--- src/rtl/traffic_pkg.sv ---
// Shared light encodings, direction indices and fault codes for the traffic controller and its monitor.
// Pure declarations and helpers, no latency.
// No flow control.
package traffic_pkg;

  localparam logic [2:0] LIGHT_R = 3'b100;
  localparam logic [2:0] LIGHT_Y = 3'b010;
  localparam logic [2:0] LIGHT_G = 3'b001;

  localparam int NUM_DIRS = 4;

  localparam logic [1:0] DIR_N = 2'd0;
  localparam logic [1:0] DIR_S = 2'd1;
  localparam logic [1:0] DIR_E = 2'd2;
  localparam logic [1:0] DIR_W = 2'd3;

  typedef enum logic [2:0] {
    FLT_NONE     = 3'd0,
    FLT_ENC      = 3'd1,
    FLT_CONFLICT = 3'd2,
    FLT_SEQ      = 3'd3,
    FLT_SHORT_Y  = 3'd4,
    FLT_LONG_Y   = 3'd5,
    FLT_STALL    = 3'd6
  } fault_code_e;

  // True for the three one-hot light values.
  function automatic logic light_is_legal(input logic [2:0] v);
    return (v == LIGHT_R) || (v == LIGHT_Y) || (v == LIGHT_G);
  endfunction

  // True for the only permitted light changes: G->Y, Y->R, R->G.
  function automatic logic light_step_ok(input logic [2:0] prev, input logic [2:0] cur);
    return ((prev == LIGHT_G) && (cur == LIGHT_Y)) ||
           ((prev == LIGHT_Y) && (cur == LIGHT_R)) ||
           ((prev == LIGHT_R) && (cur == LIGHT_G));
  endfunction

endpackage

--- src/rtl/light_track.sv ---
// Per-direction tracker: remembers last light, dwell count and baseline validity; flags local violations.
// Flags are combinational on the current sample against registered history (consumed by the top's latch).
// Passive observer, never stalls.
module light_track
  import traffic_pkg::*;
#(
  parameter int MIN_YELLOW = 2,
  parameter int MAX_YELLOW = 4,
  parameter int CNT_W      = 8
) (
  input  logic       clk,
  input  logic       rst_a,
  input  logic [2:0] i_light,
  output logic       o_enc_err,
  output logic       o_seq_err,
  output logic       o_short_y,
  output logic       o_long_y
);

  localparam logic [CNT_W-1:0] MIN_Y_CNT  = CNT_W'(MIN_YELLOW);
  localparam logic [CNT_W-1:0] LONG_Y_CNT = CNT_W'(MAX_YELLOW + 1);

  logic [2:0]       r_prev;
  logic [CNT_W-1:0] r_dwell;
  logic             r_prev_valid;

  logic             w_changed;
  logic [CNT_W-1:0] w_dwell_nxt;

  // Dwell restarts at 1 on a change, otherwise counts up and sticks at all-ones.
  always_comb begin
    w_changed = (i_light != r_prev);
    if (w_changed) begin
      w_dwell_nxt = CNT_W'(1);
    end else if (&r_dwell) begin
      w_dwell_nxt = r_dwell;
    end else begin
      w_dwell_nxt = r_dwell + CNT_W'(1);
    end
  end

  // History update; an illegal sample is never trusted as the next baseline.
  always_ff @(posedge clk or negedge rst_a) begin
    if (!rst_a) begin
      r_prev       <= 3'b000;
      r_dwell      <= '0;
      r_prev_valid <= 1'b0;
    end else begin
      r_prev       <= i_light;
      r_dwell      <= w_dwell_nxt;
      r_prev_valid <= light_is_legal(i_light);
    end
  end

  // Local violation flags; r_dwell is the completed dwell of the value being left.
  always_comb begin
    o_enc_err = !light_is_legal(i_light);
    o_seq_err = r_prev_valid && w_changed && !light_step_ok(r_prev, i_light);
    o_short_y = r_prev_valid && (r_prev == LIGHT_Y) && w_changed && (r_dwell < MIN_Y_CNT);
    o_long_y  = (i_light == LIGHT_Y) && (w_dwell_nxt >= LONG_Y_CNT);
  end

endmodule

--- src/rtl/traffic_light_monitor.sv ---
// Safety monitor for four light buses: encoding, exclusion, sequence, yellow dwell and progress checks.
// One cycle from sampled violation to registered fault outputs.
// Passive observer; first violation is held sticky until clr_fault.
module traffic_light_monitor
  import traffic_pkg::*;
#(
  parameter int MIN_YELLOW  = 2,
  parameter int MAX_YELLOW  = 4,
  parameter int STALL_LIMIT = 64,
  parameter int CNT_W       = 8
) (
  input  logic       clk,
  input  logic       rst_a,
  input  logic [2:0] n_lights,
  input  logic [2:0] s_lights,
  input  logic [2:0] e_lights,
  input  logic [2:0] w_lights,
  input  logic       clr_fault,
  output logic       fault,
  output logic [2:0] fault_code,
  output logic [1:0] fault_dir
);

  localparam logic [CNT_W-1:0] STALL_CNT = CNT_W'(STALL_LIMIT);

  logic [2:0]          w_light [NUM_DIRS];
  logic [NUM_DIRS-1:0] w_enc;
  logic [NUM_DIRS-1:0] w_seq;
  logic [NUM_DIRS-1:0] w_short_y;
  logic [NUM_DIRS-1:0] w_long_y;
  logic [NUM_DIRS-1:0] w_non_red;
  logic [NUM_DIRS-1:0] w_green;

  logic [CNT_W-1:0]    r_stall;
  logic [CNT_W-1:0]    w_stall_nxt;
  logic                w_stall;
  logic [1:0]          w_first_nr;
  fault_code_e         w_code;
  logic [1:0]          w_dir;

  logic                r_fault;
  fault_code_e         r_code;
  logic [1:0]          r_dir;

  assign w_light[0] = n_lights;
  assign w_light[1] = s_lights;
  assign w_light[2] = e_lights;
  assign w_light[3] = w_lights;

  for (genvar g = 0; g < NUM_DIRS; g++) begin : g_dir
    light_track #(
      .MIN_YELLOW (MIN_YELLOW),
      .MAX_YELLOW (MAX_YELLOW),
      .CNT_W      (CNT_W)
    ) u_track (
      .clk       (clk),
      .rst_a     (rst_a),
      .i_light   (w_light[g]),
      .o_enc_err (w_enc[g]),
      .o_seq_err (w_seq[g]),
      .o_short_y (w_short_y[g]),
      .o_long_y  (w_long_y[g])
    );
    assign w_non_red[g] = (w_light[g] != LIGHT_R);
    assign w_green[g]   = (w_light[g] == LIGHT_G);
  end

  // No-green counter: cleared by any green or by a fault clear, saturating otherwise.
  always_comb begin
    if ((|w_green) || clr_fault) begin
      w_stall_nxt = '0;
    end else if (&r_stall) begin
      w_stall_nxt = r_stall;
    end else begin
      w_stall_nxt = r_stall + CNT_W'(1);
    end
    w_stall = (w_stall_nxt >= STALL_CNT);
  end

  // Stall counter register.
  always_ff @(posedge clk or negedge rst_a) begin
    if (!rst_a) begin
      r_stall <= '0;
    end else begin
      r_stall <= w_stall_nxt;
    end
  end

  // Lowest-index non-red direction, reported for conflicts.
  always_comb begin
    w_first_nr = 2'd0;
    for (int d = NUM_DIRS - 1; d >= 0; d--) begin
      if (w_non_red[d]) w_first_nr = 2'(d);
    end
  end

  // Priority encoder: written weakest-first so the lowest code and lowest direction overwrite last.
  always_comb begin
    w_code = FLT_NONE;
    w_dir  = 2'd0;
    if (w_stall) begin
      w_code = FLT_STALL;
      w_dir  = DIR_N;
    end
    for (int d = NUM_DIRS - 1; d >= 0; d--) begin
      if (w_long_y[d]) begin
        w_code = FLT_LONG_Y;
        w_dir  = 2'(d);
      end
    end
    for (int d = NUM_DIRS - 1; d >= 0; d--) begin
      if (w_short_y[d]) begin
        w_code = FLT_SHORT_Y;
        w_dir  = 2'(d);
      end
    end
    for (int d = NUM_DIRS - 1; d >= 0; d--) begin
      if (w_seq[d]) begin
        w_code = FLT_SEQ;
        w_dir  = 2'(d);
      end
    end
    if ($countones(w_non_red) > 1) begin
      w_code = FLT_CONFLICT;
      w_dir  = w_first_nr;
    end
    for (int d = NUM_DIRS - 1; d >= 0; d--) begin
      if (w_enc[d]) begin
        w_code = FLT_ENC;
        w_dir  = 2'(d);
      end
    end
  end

  // Sticky fault latch; a violation coinciding with a clear is latched rather than dropped.
  always_ff @(posedge clk or negedge rst_a) begin
    if (!rst_a) begin
      r_fault <= 1'b0;
      r_code  <= FLT_NONE;
      r_dir   <= 2'd0;
    end else if ((w_code != FLT_NONE) && (!r_fault || clr_fault)) begin
      r_fault <= 1'b1;
      r_code  <= w_code;
      r_dir   <= w_dir;
    end else if (clr_fault) begin
      r_fault <= 1'b0;
      r_code  <= FLT_NONE;
      r_dir   <= 2'd0;
    end
  end

  assign fault      = r_fault;
  assign fault_code = r_code;
  assign fault_dir  = r_dir;

endmodule

--- config.mk ---
export PLATFORM = sky130hd
export DESIGN_NAME = traffic_light_monitor
export DESIGN_NICKNAME = d
export VERILOG_FILES = /design/src/rtl/traffic_pkg.sv /design/src/rtl/light_track.sv /design/src/rtl/traffic_light_monitor.sv
export SDC_FILE = /design/constraint.sdc
export NUM_CORES = 1
export LEC_CHECK = 0
export BUFFER_PORTS_ARGS = -buffer_cell sky130_fd_sc_hd__buf_2
export CAP_MARGIN = 20
export CORE_UTILIZATION = 35
export DETAILED_ROUTE_END_ITERATION = 10
export PLACE_DENSITY_LB_ADDON = 0.2
export SYNTH_ARGS = -nofsm -noshare
export SYNTH_HDL_FRONTEND = slang
export SYNTH_HIERARCHICAL = 1
export SYNTH_SLANG_ARGS = --single-unit
--- constraint.sdc ---
create_clock -name clk -period 3.6 [get_ports clk]
set_input_delay 0.18 -clock clk [delete_from_list [all_inputs] [get_ports clk]]
set_output_delay 0.18 -clock clk [all_outputs]
set_load 0.02 [all_outputs]
==> metrics, run 1 <==
status=completed; layout cells sized above 1=16.4%; max-cap violation count=0; RSZ-0062 raised after global routing=no; cell taking the most area after synthesis=dfrtp_1; diodes inserted=0; number of buffers between clock root and the deepest sink=2; sort of element at the start of the critical path=register; leakage power figure=1.84 nW; crit share post-route=86.3%; class of the most critical hold timing path=input port to register; Worst setup EP type=register; total number of nets in the final design=466; clock network fraction of design power=49.9%; power share of the sequential group=38.6%; synthesis-stage register bit count=62; Net Count, Synth=444; Crit path arrival time=3320 ps; post-synthesis cell type count=68; timing-limited maximum frequency=0.322 GHz; met2 layer usage reported by global route=25.7%; worst clock skew=5.85 ps; most instantiated flip-flop cell in the synthesis netlist=dfrtp_1; Crit Path Max Fanout=6; first-pass GRT wire length=15100 um; via count normalized by instance count=5.63; Cell Chain, Critical Path=ha_1 -> and4_2 -> and2_4 -> or3b_1 -> a31oi_1 -> a31oi_1 -> nor4_1 -> nand3b_1 -> a21oi_1 -> or2_2 -> a21oi_1 -> o21ba_2; Die Ht=109 um; final setup margin=493 ps; Std-Cell Core Area=11000 um^2; number of detailed-routing iterations run before antenna repair=4; fill cell count=1074; final WL=8810 um; cts bufs inserted=9; post-detailed-placement half-perimeter wirelength=6280 um; Post-route DRC=0; time the worst path needs with I/O delays and setup=3110 ps; transition time at the pin with the least slew margin=572 ps; count of instances resized after the clock tree is built=0; Crit path required time=3820 ps; final-report setup violation count=0; area enclosed by the die boundary=11900 um^2; buffers plus inverters on the worst setup path=0; clock insertion delay at the later pin of the skew report=330 ps; area growth from synthesis to final layout=13.3%; area occupied by registers=1550 um^2; Detail Route Antenna Nets=0; PwrDens=427 nW/um^2; yosys synthesis warning count=6; area taken by multi-input logic gates=2290 um^2; switching part of the total power=23.8%; starting utilization of the core area=36.5%; largest net degree at the start of global routing=44; async set-or-reset flop fraction in the synthesized netlist=100%; combinational share of power=11.5%; CTS sink count=62; peak ir drop on the vdd network=0.000178 V; register clock-pin slew on the reported worst setup and hold paths=60 ps; total power draw=1.93 mW; Overall Global Routing Usage=16.3%; Yosys top cell area share=38.8%; number of antenna violations at the first check in global routing=0; post-synth design cell area=4000 um^2; number of buffer cells added on primary ports=20; Row Count=38; P_int=1.47 mW; Slew Viols, Final=0; number of levels in the clock H-tree=3; Fin. Hold Viols=0; DR vias=3324; met3 Track Usage GR=3.77%; Rel. slew slack=61.8%; global-route congestion overflow total=0; largest stage delay on the critical path=430 ps; horizontal extent of the die=109 um; Mean Syn Cell Area=9.47 um^2; worst-case setup slack after placement=496 ps; number of top-level pins=21; type of the setup path with the least slack=register to register; master of the slowest instance on the critical path=dfrtp_1; master cell of the clock root buffer=clkbuf_16; routed len/inst=14.9 um; leading post-synthesis cells by cell area=dfrtp_1 (39%), a31oi_1 (4.2%), nor2_1 (4.1%); Psw=461 uW; met1 routing resource usage after global routing=21.4%; via count of the first global-routing pass=3211; CTS tree=done; grt peak-use layer=met2; portion of the post-synthesis area used by sequential elements=38.8%; gate family responsible for the most delay along the worst path=simple AND/OR/NAND/NOR gates; number of enable flip-flop cells after synthesis=0; weighted congestion at the end of routability-driven global placement=0.860; Total Negative Setup Slacks=0 ps; synthesized netlist cell count=423; number of post-CTS setup repair buffers=0; Iter 0 DRT Violations=177
==> cells in the final DEF (no fill, tap or decap), types with 4 or more instances in the layout <==
cell       count
a211oi_1       6
a21oi_1       12
a31oi_1       27
and3_1        10
and3_4         6
and4_2         4
buf_2         20
clkbuf_16      9
dfrtp_1       62
ha_1           5
inv_1         13
mux2i_1        6
nand2_1       26
nand2b_1       6
nand3_1       13
nand4_1        5
nand4b_1       5
nor2_1        44
nor3_1        19
nor3b_1       14
nor4_1        10
nor4bb_1       4
o211ai_1       4
o21a_1         4
o21ai_0       15
o22ai_1        7
or2_2          5
xnor2_1       16
xor2_1         6
==> kinds of logic after synthesis <==
logic type               synth area share, %
multiplexers                            1.50
XOR/XNOR                                4.81
AND/OR/NAND/NOR                         29.0
buffers and inverters                   4.16
flip-flops                              38.8
adder cells (fa/ha/maj)                 2.81
AO/OA/AOI/OAI                           19.0
==> metal layers <==
layer  part of all wire (%)  up-vias
met5                      0        -
li1                       -     1648
met4                    1.2        0
met2                     46       75
met1                     48     1593
met3                    4.1        8
==> area by class of cell <==
cell class | instances | area share (%)
multi-input cells | 336 | 50.4
flip-flops and latches | 62 | 34.2
clock buffers | 13 | 5.96
well taps | 140 | 3.86
repair buffers | 23 | 3.04
clock inverters | 3 | 1.43
inverters | 13 | 1.08
==> through the flow <==
step	instances	utilization, %	hold WS [ps]	instance area (um^2)
2_1_floorplan	423	-	-116	4000
3_3_place_gp	572	38.0	399	4170
3_5_place_dp	572	38.0	400	4170
4_1_cts	588	41.0	50.0	4500
5_1_grt	590	41.3	57.3	4530
6_report	590	41.3	67.8	4530
==> worst paths after layout <==
kind                                              from  slack (ps)  depth (start not counted)                           to
min in group asynchronous                        rst_a         350                          2  g_dir[3].u_track/r_dwell[4]
hold reg to reg                          fault_code[1]         500                          1                fault_code[1]
hold / removal                             s_lights[1]          70                          1   g_dir[1].u_track/r_prev[1]
setup / recovery           g_dir[0].u_track/r_dwell[0]         490                         12                fault_code[0]
setup reg to reg           g_dir[0].u_track/r_dwell[0]         490                         12                fault_code[0]
max in group asynchronous                        rst_a        2610                          3  g_dir[2].u_track/r_dwell[3]
==> cell usage after synthesis, types with 7 or more instances <==
cell,number
a21oi_1,12
a31oi_1,27
and3_1,10
dfrtp_1,62
inv_1,13
nand2_1,26
nand3_1,13
nor2_1,44
nor3_1,19
nor3b_1,14
nor4_1,10
o21ai_0,15
o22ai_1,7
xnor2_1,16
==> timing repair <==
item / in CTS / in global routing
endpoints found under the setup margin: 0 / 0
hold endpoints to repair: 0 / 15
hold buffers: 0 / 1
==> state kept, by name, summed over array words and instances (netlist names) <==
signal                      count
g_dir.u_track/r_dwell          32
g_dir.u_track/r_prev           12
r_stall                         8
g_dir.u_track/r_prev_valid      4
fault_code                      3
fault_dir                       2
fault                           1
==> power by group through the flow <==
stage / Clock, mW / Sequential [mW] / Combinational, mW
3_3_place_gp: 0 / 0.758 / 0.219
4_1_cts: 0.992 / 0.747 / 0.222
3_5_place_dp: 0 / 0.759 / 0.220
5_1_grt: 1.03 / 0.751 / 0.253
6_report: 0.964 / 0.747 / 0.223
2_1_floorplan: 0 / 0.758 / 0.143
No activity file was read; power rests on OpenSTA's default activity.
==> run 2, diff against run 1 <==
--- a/config.mk
+++ b/config.mk
@@ -8,6 +8,7 @@
 export BUFFER_PORTS_ARGS = -buffer_cell sky130_fd_sc_hd__buf_2
 export CAP_MARGIN = 20
 export CORE_UTILIZATION = 35
+export CTS_CLUSTER_DIAMETER = 50
 export DETAILED_ROUTE_END_ITERATION = 10
 export PLACE_DENSITY_LB_ADDON = 0.2
 export SYNTH_ARGS = -nofsm -noshare
==> constraint.sdc (replaced) <==
create_clock -name clk -period 3.8 [get_ports clk]
set_input_delay 0.19 -clock clk [delete_from_list [all_inputs] [get_ports clk]]
set_output_delay 0.19 -clock clk [all_outputs]
set_load 0.02 [all_outputs]
==> run 2 against run 1 <==
  * Flip-flop and latch count did not move
  * Die area unchanged
  * Critical path depth did not move
  * Fmax increased by 0.52%
  * Clock power decreased by 5.3%
  * Routed wire length decreased by 3.0%
  * Sequential share of layout area rose by 0.15 points
  * First-iteration DRC count shrank 21%
==> metrics, run 2 (synthesized netlist as in run 1, its figures left out) <==
starting utilization of the core area=36.5% (unchanged); crit share post-route=81.3% (-5.0 points); area taken by multi-input logic gates=2290 um^2 (unchanged); transition time at the pin with the least slew margin=726 ps (+154 ps); area occupied by registers=1550 um^2 (unchanged); final WL=8550 um (-3.0%); Crit path required time=4020 ps (+200 ps); Slew Viols, Final=0 (unchanged); final-report setup violation count=0 (unchanged); P_int=1.39 mW (-5.4%); sort of element at the start of the critical path=register; Overall Global Routing Usage=16.2% (-0.12 points); area growth from synthesis to final layout=12.8%; Fin. Hold Viols=0 (unchanged); RSZ-0062 raised after global routing=no; number of levels in the clock H-tree=3 (unchanged); number of post-CTS setup repair buffers=0 (unchanged); Std-Cell Core Area=11000 um^2 (unchanged); number of buffer cells added on primary ports=20 (unchanged); most frequent standard cell in the layout excluding fill and tap cells=dfrtp_1; Row Count=38 (unchanged); Crit Path Max Fanout=4 (-2); largest net degree at the start of global routing=33 (-25%); master cell of the clock root buffer=clkbuf_16; register clock-pin slew on the reported worst setup and hold paths=60 ps (about the same); type of the setup path with the least slack=register to register; layout cells sized above 1=16.3% (-0.19 points); Worst setup EP type=register; status=completed; Psw=435 uW (-5.7%); area enclosed by the die boundary=11900 um^2 (unchanged); post-route core utilization=41.1% (-0.18 points); diodes inserted=0 (unchanged); Crit path arrival time=3320 ps (about the same); largest stage delay on the critical path=420 ps (about the same); first-pass GRT wire length=14900 um (-0.92%); CTS sink count=62 (unchanged); Placed Instance Area=4170 um^2 (unchanged); total number of nets in the final design=465 (-0.21%); class of the most critical hold timing path=input port to register; fill cell count=1079 (+0.47%); switching part of the total power=23.8% (-0.061 points); via count normalized by instance count=5.62 (-0.31%); number of buffers between clock root and the deepest sink=2 (unchanged); post-detailed-placement half-perimeter wirelength=6250 um (-0.53%); number of antenna violations at the first check in global routing=0 (unchanged); Cell Chain, Critical Path=ha_1 -> nand2b_1 -> maj3_1 -> o22ai_1 -> o22ai_1 -> o31a_1 -> nor4_1 -> nand3b_1 -> a21oi_1 -> or2_2 -> a21oi_1 -> o21ba_2; number of detailed-routing iterations run before antenna repair=4 (unchanged); combinational share of power=11.4% (about the same); largest registers=g_dir.u_track/r_dwell (32), g_dir.u_track/r_prev (12), r_stall (8); time the worst path needs with I/O delays and setup=3090 ps (-16.2 ps); CTS tree=done; clock insertion delay at the later pin of the skew report=330 ps (about the same); leakage power figure=1.83 nW (-0.51%); weighted congestion at the end of routability-driven global placement=0.838 (-2.5%); peak ir drop on the vdd network=0.000157 V (-12%); DR vias=3308 (-0.48%); Rel. slew slack=51.6% (-10 points); routed len/inst=14.5 um (-2.8%); global-route congestion overflow total=0 (unchanged); worst clock skew=7.25 ps (+1.40 ps); Total Negative Setup Slacks=0 ps (unchanged); via count of the first global-routing pass=3138 (-2.3%); Iter 0 DRT Violations=140 (-21%); register with the most flip-flops=g_dir.u_track/r_dwell; timing-limited maximum frequency=0.324 GHz (+0.52%); commonest cells after routing, fill and taps aside=dfrtp_1 (62), nor2_1 (44), a31oi_1 (27); final cell area excluding filler cells=4510 um^2 (-0.44%); Die Ht=109 um (unchanged); Detail Route Antenna Nets=0 (unchanged); clock network fraction of design power=49.9% (about the same); Post-route DRC=0 (unchanged); PwrDens=405 nW/um^2 (-5.1%); cts bufs inserted=9 (unchanged); horizontal extent of the die=109 um (unchanged); max reg flops=32 (unchanged); max-cap violation count=0 (unchanged); master of the slowest instance on the critical path=dfrtp_1; Worst Hold Slack=73.6 ps (+5.78 ps); number of top-level pins=21 (unchanged); power share of the sequential group=38.7% (about the same)
[run 2: changes by cell type in the layout (fill, tap and decap cells not counted), sizes merged]
| cell | change |
|---|---|
| buf | -1 |
[run 2: critical path: cells and delay by family (launching register included)]
kind	cells	cell delay, ps
and+or+nand+nor	4	940
AOI/OAI and AO/OA	6	950
adders and majority gates	2	680
DFF	1	420
[run 2: path summary, 6_finish.rpt]
check | start | end | slack (ps) | depth (start not counted)
setup / recovery | g_dir[1].u_track/r_dwell[0] | fault_code[0] | 710 | 12
hold / removal | w_lights[1] | g_dir[3].u_track/r_prev[1] | 70 | 1
setup reg to reg | g_dir[1].u_track/r_dwell[0] | fault_code[0] | 710 | 12
hold reg to reg | fault_code[1] | fault_code[1] | 490 | 1
max in group asynchronous | rst_a | r_stall[2] | 2450 | 3
min in group asynchronous | rst_a | g_dir[3].u_track/r_dwell[4] | 460 | 2
[run 2: layout make-up]
type	count	share of cell area [%]
inverters	13	1.08
clock buffers	13	5.99
clock inverters	3	1.44
multi-input cells	336	50.6
repair buffers	22	2.61
well taps	140	3.88
flip-flops and latches	62	34.4
[run 2: what timing repair did]
action	4_1_cts	5_1_grt
hold buffers	1	0
resized for setup	0	0
endpoints found under the hold margin	30	0
[run 2: per-stage QoR]
step | power, mW | instances | setup slack [ps]
after floorplan | 0.854 | 423 | 944
after global placement | 0.925 | 572 | 745
after detailed placement | 0.927 | 572 | 723
after CTS | 1.86 | 589 | 712
after global routing | 1.92 | 589 | 453
final | 1.83 | 589 | 709
[run 2: routing by layer]
layer	up-vias	wire length, um	GRT usage, %
li1	1649	-	-
met1	1587	4310	22.4
met2	59	3760	24.2
met3	13	342	3.59
met4	0	135	6.85
met5	-	0	0
[run 2: power groups by stage]
stage,Combinational (mW),Clock [mW],Sequential (mW)
finish,0.208,0.913,0.707
global route,0.237,0.971,0.711
CTS,0.210,0.941,0.707
detailed placement,0.209,0,0.718
global placement,0.207,0,0.718
floorplan,0.135,0,0.718
==> run 3, diff against run 2 <==
==> constraint.sdc (replaced) <==
create_clock -name clk -period 2.88 [get_ports clk]
set_input_delay 0.144 -clock clk [delete_from_list [all_inputs] [get_ports clk]]
set_output_delay 0.144 -clock clk [all_outputs]
set_load 0.02 [all_outputs]
==> run 3 against run 2 <==
  * The run now ends with hold timing left
  * Non-clock buffer count is 41 higher
  * Via count is 5.2% higher
  * Sequential share of layout area is 3.2 points lower
  * Clock-buffer cell count is 1 lower
  * Sequential power is 31% higher
  * Combinational power is 66% higher
  * Critical path type unchanged
  * Critical endpoint unchanged
==> metrics, run 3 (synthesized netlist as in run 1, its figures left out) <==
largest registers=g_dir.u_track/r_dwell (32), g_dir.u_track/r_prev (12), r_stall (8); most frequent standard cell in the layout excluding fill and tap cells=dfrtp_1; master cell of the clock root buffer=clkbuf_16; largest net degree at the start of global routing=63 (+91%); Fin. Hold Viols=7 (+7); DR vias=3479 (+5.2%); via count of the first global-routing pass=3454 (+10%); Crit path arrival time=3040 ps (-280 ps); Post-route DRC=0 (unchanged); sort of element at the start of the critical path=register; horizontal extent of the die=109 um (unchanged); number of cells in the finished layout apart from fillers=630 (+7.0%); number of detailed-routing iterations run before antenna repair=4 (unchanged); Detail Route Antenna Nets=0 (unchanged); total power draw=2.36 mW (+29%); total number of nets in the final design=506 (+8.8%); starting utilization of the core area=36.5% (unchanged); Iter 0 DRT Violations=129 (-7.9%); crit share post-route=98.2% (+17 points); Slew Viols, Final=0 (unchanged); Row Count=38 (unchanged); P_int=1.77 mW (+27%); final WL=9290 um (+8.7%); buffers plus inverters on the worst setup path=0 (unchanged); RSZ-0062 raised after global routing=yes; cts bufs inserted=9 (unchanged); PwrDens=475 nW/um^2 (+17%); status=finished with violations; Worst setup EP type=register; type of the setup path with the least slack=register to register; class of the most critical hold timing path=input port to asynchronous set/reset pin; post-detailed-placement half-perimeter wirelength=6540 um (+4.7%); area enclosed by the die boundary=11900 um^2 (unchanged); CTS sink count=62 (unchanged); max-cap violation count=0 (unchanged); gate family responsible for the most delay along the worst path=compound AO/OA/AOI/OAI gates; failing checks=hold timing; worst clock skew=5.72 ps (-1.53 ps); register clock-pin slew on the reported worst setup and hold paths=50 ps (about the same); register with the most flip-flops=g_dir.u_track/r_dwell; routed len/inst=14.7 um (+1.7%); via count normalized by instance count=5.52 (-1.7%); switching part of the total power=25.1% (+1.4 points); area growth from synthesis to final layout=24.2%; number of buffers between clock root and the deepest sink=2 (unchanged); number of cells in the design after placement=613 (+7.2%); combinational share of power=14.6% (+3.2 points); time the worst path needs with I/O delays and setup=2830 ps (-264 ps); final-report setup violation count=0 (unchanged); number of hold-repair buffers added at the cts stage=0 (-1); Crit path required time=3090 ps (-930 ps); number of antenna violations at the first check in global routing=0 (unchanged); power share of the sequential group=39.3% (+0.6 points); commonest cells after routing, fill and taps aside=dfrtp_1 (62), nor2_1 (44), buf_4 (43); layout cells sized above 1=28.8% (+13 points); Worst Hold Slack=-10.6 ps (-84.2 ps); Die Ht=109 um (unchanged); transition time at the pin with the least slew margin=817 ps (+90.9 ps); Std-Cell Core Area=11000 um^2 (unchanged); cell repeated most along the worst path=o22ai_2; Psw=594 uW (+37%); largest stage delay on the critical path=420 ps (about the same); number of buffer cells added on primary ports=20 (unchanged); Rel. slew slack=45.5% (-6.1 points); Crit Path Max Fanout=3 (-1); peak ir drop on the vdd network=0.000272 V (+73%); master of the slowest instance on the critical path=dfrtp_1; global-route congestion overflow total=0 (unchanged); clock network fraction of design power=46.0% (-3.9 points); diodes inserted=0 (unchanged); leakage power figure=2.08 nW (+13%); number of levels in the clock H-tree=3 (unchanged); CTS tree=done; clock insertion delay at the later pin of the skew report=330 ps (about the same); timing-limited maximum frequency=0.354 GHz (+9.3%); max reg flops=32 (unchanged); number of top-level pins=21 (unchanged); first-pass GRT wire length=15800 um (+6.1%); Overall Global Routing Usage=16.9% (+0.73 points); Cell Chain, Critical Path=ha_4 -> nand2b_1 -> maj3_2 -> o22ai_2 -> o22ai_2 -> o31a_1 -> nor4_4 -> nand3b_1 -> a21oi_1 -> or2_4 -> a21oi_2 -> o21ba_2; weighted congestion at the end of routability-driven global placement=0.795 (-5.1%)
-- run 3: cell count changes in the layout (fill, tap and decap cells not counted), moves of 3 or more --
| cell | delta |
|---|---|
| buf_4 | +42 |
| a31oi_1 | -5 |
| a31oi_2 | +3 |
| ha_1 | -3 |
| nor3_1 | -3 |
| nor3_2 | +3 |
| o22ai_1 | -3 |
| o22ai_2 | +3 |
-- run 3: stage by stage --
stage	setup TNS (ps)	hold WS, ps	worst slack, ps	utilization [%]	cell area (um^2)
detailed placement	-546	368	-129	40.8	4480
floorplan	0	-152	23.8	-	4000
global route	-425	28.9	-107	45.3	4970
global placement	-321	365	-78.1	40.8	4480
CTS	0	23.0	9.04	44.4	4870
finish	0	-10.6	53.1	45.3	4970
-- run 3: area by class of cell --
type	instances	area, um^2
Clock buffer	12	256
Sequential cell	62	1550
Clock inverter	4	45.0
Timing Repair Buffer	63	423
Tap cell	140	175
Multi-Input combinational cell	336	2470
Inverter	13	51.3
Fill cell	1051	6010
-- run 3: power by group through the flow --
| stage | sequential (mW) | combinational (mW) | clock [mW] |
|---|---|---|---|
| 2_1_floorplan | 0.948 | 0.178 | 0 |
| 3_3_place_gp | 0.940 | 0.313 | 0 |
| 3_5_place_dp | 0.941 | 0.317 | 0 |
| 4_1_cts | 0.927 | 0.336 | 1.12 |
| 5_1_grt | 0.933 | 0.388 | 1.16 |
| 6_report | 0.929 | 0.345 | 1.09 |
-- run 3: worst paths after layout --
path / from / cells after the start / slack, ps / end
setup reg to reg: g_dir[3].u_track/r_dwell[1] / 12 / 50 / fault_code[0]
min in group clk: w_lights[1] / 1 / 30 / g_dir[3].u_track/r_prev[1]
max in group asynchronous: rst_a / 2 / 2350 / r_stall[1]
hold reg to reg: fault_code[1] / 1 / 500 / fault_code[1]
hold / removal: rst_a / 2 / -10 / g_dir[3].u_track/r_dwell[0]
setup / recovery: g_dir[3].u_track/r_dwell[1] / 12 / 50 / fault_code[0]
-- run 3: repair_timing --
item	4_1_cts	5_1_grt
endpoints found under the setup margin	6	6
pin swaps	28	11
buffers inserted	1	0
gates cloned	0	0
resized for setup	20	18
-- run 3: routing by layer --
metal	global-route usage [%]	vias to the layer above	part of all wire (%)
li1	-	1737	-
met1	22.2	1685	50
met2	27.8	44	47
met3	2.33	13	1.8
met4	7.24	0	1.6
met5	0	-	0
-- run 3: worst reg2reg max path, stage by stage, from the launching register on --
cell and delay, ps:
dfrtp_1 420, ha_4 250, nand2b_1 140, maj3_2 310, o22ai_2 160, o22ai_2 110, o31a_1 300, nor4_4 280
nand3b_1 140, a21oi_1 70, or2_4 250, a21oi_2 120, o21ba_2 160
